### config.mk
export PLATFORM = sky130hd
export DESIGN_NAME = pipelined_segment_adder
export DESIGN_NICKNAME = d
export VERILOG_FILES = /design/src/rtl/psa_pkg.sv /design/src/rtl/psa_segment.sv /design/src/rtl/pipelined_segment_adder.sv
export SDC_FILE = /design/constraint.sdc
export NUM_CORES = 1
export LEC_CHECK = 0
export CAP_MARGIN = 20
export CORE_MARGIN = 2
export CORE_UTILIZATION = 45
export CTS_CLUSTER_DIAMETER = 100
export DETAILED_ROUTE_END_ITERATION = 10
export DONT_BUFFER_PORTS = 1
export PLACE_DENSITY = 0.63
export SLEW_MARGIN = 20
export SYNTH_ARGS = -nofsm -noshare
export SYNTH_HDL_FRONTEND = slang
export SYNTH_HIERARCHICAL = 1
export SYNTH_SLANG_ARGS = --single-unit
### constraint.sdc
create_clock -name clk -period 9.1 [get_ports clk]
set_input_delay 2.73 -clock clk [delete_from_list [all_inputs] [get_ports clk]]
set_output_delay 2.73 -clock clk [all_outputs]
set_load 0.01 [all_outputs]
### src/rtl/psa_pkg.sv
// psa_pkg: shared defaults and elaboration helpers for pipelined_segment_adder.
package psa_pkg;

  localparam int PSA_WIDTH_DEF     = 32;
  localparam int PSA_SEG_WIDTH_DEF = 8;

  function automatic int nseg(input int width, input int seg_width);
    return width / seg_width;
  endfunction

  // Only whole, non-empty segments are supported.
  function automatic bit seg_cfg_ok(input int width, input int seg_width);
    return (seg_width > 0) && (width >= seg_width) && ((width % seg_width) == 0);
  endfunction

endpackage

### src/rtl/psa_segment.sv
// psa_segment: combinational SEG_WIDTH-bit ripple adder built from full-adder cells.
module psa_segment #(
  parameter int SEG_WIDTH = 8
) (
  input  logic [SEG_WIDTH-1:0] a,
  input  logic [SEG_WIDTH-1:0] b,
  input  logic                 cin,
  output logic [SEG_WIDTH-1:0] sum,
  output logic                 cout
);

  logic carry;

  // Carry is kept in a single variable walked bit by bit so the chain stays one combinational process.
  always_comb begin
    carry = cin;
    sum   = '0;
    for (int i = 0; i < SEG_WIDTH; i++) begin
      sum[i] = a[i] ^ b[i] ^ carry;
      carry  = (a[i] & b[i]) | (carry & (a[i] ^ b[i]));
    end
    cout = carry;
  end

endmodule

### src/rtl/pipelined_segment_adder.sv
// pipelined_segment_adder: WIDTH-bit a+b+cin, one SEG_WIDTH-bit ripple segment per pipeline stage.
// Define PSA_OVERFLOW_EN to add the registered signed-overflow output ovf.
module pipelined_segment_adder
  import psa_pkg::*;
#(
  parameter int WIDTH     = PSA_WIDTH_DEF,
  parameter int SEG_WIDTH = PSA_SEG_WIDTH_DEF
) (
  input  logic             clk,
  input  logic             rst,
  input  logic             in_valid,
  output logic             in_ready,
  input  logic [WIDTH-1:0] a,
  input  logic [WIDTH-1:0] b,
  input  logic             cin,
  output logic             out_valid,
  input  logic             out_ready,
  output logic [WIDTH-1:0] sum,
  output logic             cout
`ifdef PSA_OVERFLOW_EN
  ,
  output logic             ovf
`endif
);

  localparam int NSEG = nseg(WIDTH, SEG_WIDTH);

  typedef logic [SEG_WIDTH-1:0] seg_t;
  typedef logic [NSEG-1:0]      stage_vld_t;

  if (!seg_cfg_ok(WIDTH, SEG_WIDTH)) begin : g_cfg_err
    $error("pipelined_segment_adder: WIDTH must be a non-zero multiple of SEG_WIDTH");
  end

  stage_vld_t vld_q;
  stage_vld_t carry_q;
  stage_vld_t seg_cout;
  logic       adv;

  // The whole pipe moves together; a stalled output freezes every stage.
  assign adv       = !vld_q[NSEG-1] || out_ready;
  assign in_ready  = adv && !rst;
  assign out_valid = vld_q[NSEG-1];
  assign cout      = carry_q[NSEG-1];

  always_ff @(posedge clk) begin
    if (rst) begin
      vld_q   <= '0;
      carry_q <= '0;
    end else if (adv) begin
      vld_q   <= stage_vld_t'({vld_q, in_valid});
      carry_q <= seg_cout;
    end
  end

  for (genvar k = 0; k < NSEG; k++) begin : g_stage
    // REM: operand bits still to be added entering this stage; DONE: sum bits complete after it.
    localparam int REM  = WIDTH - k * SEG_WIDTH;
    localparam int DONE = (k + 1) * SEG_WIDTH;

    logic [REM-1:0]  op_a;
    logic [REM-1:0]  op_b;
    logic            seg_cin;
    seg_t            seg_s;
    logic [DONE-1:0] sum_q;

    if (k == 0) begin : g_head
      assign op_a    = a;
      assign op_b    = b;
      assign seg_cin = cin;
    end else begin : g_link
      assign op_a    = g_stage[k-1].g_ops.a_q;
      assign op_b    = g_stage[k-1].g_ops.b_q;
      assign seg_cin = carry_q[k-1];
    end

    psa_segment #(
      .SEG_WIDTH(SEG_WIDTH)
    ) u_seg (
      .a   (op_a[SEG_WIDTH-1:0]),
      .b   (op_b[SEG_WIDTH-1:0]),
      .cin (seg_cin),
      .sum (seg_s),
      .cout(seg_cout[k])
    );

    // Upper operand segments ride along skewed until their own stage consumes them.
    if (k < NSEG - 1) begin : g_ops
      logic [REM-SEG_WIDTH-1:0] a_q;
      logic [REM-SEG_WIDTH-1:0] b_q;

      always_ff @(posedge clk) begin
        if (rst) begin
          a_q <= '0;
          b_q <= '0;
        end else if (adv) begin
          a_q <= op_a[REM-1:SEG_WIDTH];
          b_q <= op_b[REM-1:SEG_WIDTH];
        end
      end
    end

    if (k == 0) begin : g_sum_head
      always_ff @(posedge clk) begin
        if (rst) begin
          sum_q <= '0;
        end else if (adv) begin
          sum_q <= seg_s;
        end
      end
    end else begin : g_sum_link
      always_ff @(posedge clk) begin
        if (rst) begin
          sum_q <= '0;
        end else if (adv) begin
          sum_q <= {seg_s, g_stage[k-1].sum_q};
        end
      end
    end

    if (k == NSEG - 1) begin : g_tail
      assign sum = sum_q;

`ifdef PSA_OVERFLOW_EN
      // Same-sign operands whose result sign flips; registered alongside the top segment.
      logic ovf_d;

      assign ovf_d = (op_a[SEG_WIDTH-1] == op_b[SEG_WIDTH-1]) &&
                     (seg_s[SEG_WIDTH-1] != op_a[SEG_WIDTH-1]);

      always_ff @(posedge clk) begin
        if (rst) begin
          ovf <= 1'b0;
        end else if (adv) begin
          ovf <= ovf_d;
        end
      end
`endif
    end
  end

endmodule
==> impl_results.md <==
- Outcome: finished, violations left
- Violated checks: DRC
- CTS Sinks: 184
- Critical path's largest stage delay: 0.78 ns
- Worst path slowest cell: nor2b_4
- Final Max Slew Viols: 0
- Final Hold Vio Count: 0
- Setup Fix Bufs, Post-CTS: 0
- Power Dens Cells: 196.8 mW/mm^2
- Max_slew headroom: 33.44%
- CTS tree: yes
- Largest net degree at the start of global routing: 271
- Worst hold path type: reg2reg
- Seq/Total Area, Yosys: 44.24%
- Final min period: 6.500 ns
- First-pass GRT wire length: 26,180 um
- Root buffer cell: clkbuf_16
- Hpwl dp: 9484 um
- Via count: 5,049
- Placed cell area: 0.008325 mm^2
- R2R Path Start: g_stage[2].g_ops.a_q[0]$_SDFFE_PP0P_
- Yosys warns: 6
- Worst Skew: 0.01051 ns
- # fillers: 1,594
- WL final: 15,580 um
- Cells after Synth: 781
- Global route overflow: 0
- Final GP Congestion: 0.7366
- # rows: 49
- Hold Buf Count CTS: 0
- DIE AREA: 0.01961 mm^2
- Clk buf depth: 2
- RSZ-0062 raised after global routing: false
- Max frequency: 0.1538 GHz
- Fin area: 0.008971 mm^2
- Setup tns final: 0 ns
- WS Path Type: in2out
- Total iterations of the first detailed-routing run: 10
- Max Cap Violations: 0
- Vias in the first global route: 4,941
- Post-Syn Area per Cell: 10.66 um^2
- Die Y: 140.0 um
- Synth Net Count: 882
- Area grow syn2layout: 7.738%
- CP bufs+invs: 0
- Initial DRC count: 369
- Core area: 0.01809 mm^2
- Starting Density: 46.04%
- Setup Viol. Count Final: 0
- Total power: 1.766 mW
- Leakage: 3.167 nW
- Netlist cell types: 17
- Share of post-route cells with drive strength above 1: 4.953%
- Wire per inst: 15.97 um
- Crit path max-delay family: simple AND/OR/NAND/NOR gates
- IO buf count: 0
- Worst skew pair latency: 0.43 ns
- CP endpoint kind: primary output
- Worst vdd ir: 0.1339 mV
- DRC viols: 9
- Critical path origin: out_ready
- Hold Startpoint: vld_q[2]$_SDFFE_PP0P_
- Tcrit/Tclk final: 71.43%
- Hold slack: 0.4503 ns
- Crit path DAT: 3.77 ns
- Worst EP required: 6.37 ns
- Slew of the pin with the lowest slew margin: 0.9963 ns
- Met3 wire length: 667 um
- I/O pins: 104
- Vias per cell: 5.173
- Crit path max fanout: 87
- Met2 routed WL: 6628 um
- NumNets Final: 835
- GRT Util Overall: 16.54%
- Diode count: 0
- Cell Chain, Critical Path: nor2b_4 -> nor2_1
- Initial antenna violation count: 0
- Chip Width: 140.0 um
- # resized after CTS: 0
- H-tree depth: 4
- Metal1 wirelength: 8155 um
- Post-synthesis instance area: 0.008327 mm^2
- CTS clk-pin slew, worst paths: 0.06 ns
- CTS buffer count: 17
- Top Metal Used: met4
- Most frequent cells in the layout: nand2b_1, dfxtp_1, mux2i_1
- Most common cell after layout, fill and taps aside: nand2b_1
- Type of origin of the critical path: primary input
- Routed Antenna Nets: 0
- Yosys reg bits: 184
[power by group]
group	total (mW)	switching, mW	leakage, nW	internal (mW)
clock network	0.791	0.314	0.310	0.478
registers	0.871	0.0206	1.51	0.850
logic	0.104	0.0479	1.34	0.0557
total	1.77	0.382	3.17	1.38
[worst paths after layout]
kind	to	slack [ns]	cells past startpoint
hold reg to reg	vld_q[3]$_SDFFE_PP0P_	0.45	2
setup reg to reg	sum[31]$_SDFFE_PP0P_	5.26	14
setup / recovery	in_ready	2.60	2
hold / removal	vld_q[3]$_SDFFE_PP0P_	0.45	2
[cells by family (layout without fill, tap and decap cells)]
kind of cell / after synthesis / after routing / synth area share, %
simple gates: 271 / 271 / 25.44
flops: 184 / 184 / 44.24
buf+inv: 110 / 76 / 5.680
mux: 98 / 98 / 11.78
compound gates: 86 / 86 / 5.169
fa+ha+maj: 32 / 32 / 7.693
[per-layer routing]
layer	global-route usage, %	vias up
met2	22.79	90
met5	0	-
li1	-	2548
met1	25.05	2400
met4	5.423	0
met3	4.308	11
[cells in the mapped netlist]
master | instances | area, um^2
nor2_1 | 1 | 3.750
buf_4 | 7 | 52.55
nand4bb_1 | 44 | 495.5
buf_2 | 6 | 30.03
nand2b_1 | 184 | 1151
or4bb_1 | 41 | 461.7
nor2b_1 | 1 | 6.260
fa_1 | 32 | 640.6
mux2i_1 | 98 | 980.9
inv_1 | 41 | 153.9
clkbuf_1 | 53 | 198.9
dfxtp_1 | 184 | 3684
buf_8 | 1 | 15.01
o21ai_0 | 84 | 420.4
buf_6 | 2 | 22.52
o21ai_1 | 1 | 5.000
a21oi_1 | 1 | 5.000
[state kept, by name (all words and copies together) (netlist names)]
register           flops
carry_q                4
g_stage.g_ops.a_q     48
g_stage.g_ops.b_q     48
g_stage.sum_q         48
sum                   32
vld_q                  4
[cell type report]
class                           count  area, um^2  share of cell area (%)
Clock inverter                     13       192.7                   2.148
Sequential cell                   184        3685                   41.07
Multi-Input combinational cell    487        4178                   46.57
Inverter                           41       153.9                   1.715
Timing Repair Buffer                3       22.52                  0.2510
Tap cell                          229       286.5                   3.194
Clock buffer                       19       452.9                   5.049
[through the flow]
step | cells | setup slack, ns | util [%]
floorplan | 781 | 2.914 | -
finish | 976 | 2.600 | 49.60
CTS | 976 | 2.630 | 49.60
global route | 976 | 2.522 | 49.60
global placement | 944 | 2.677 | 46.03
detailed placement | 944 | 2.630 | 46.03
Note: power is estimated with default switching activity, not from simulation.
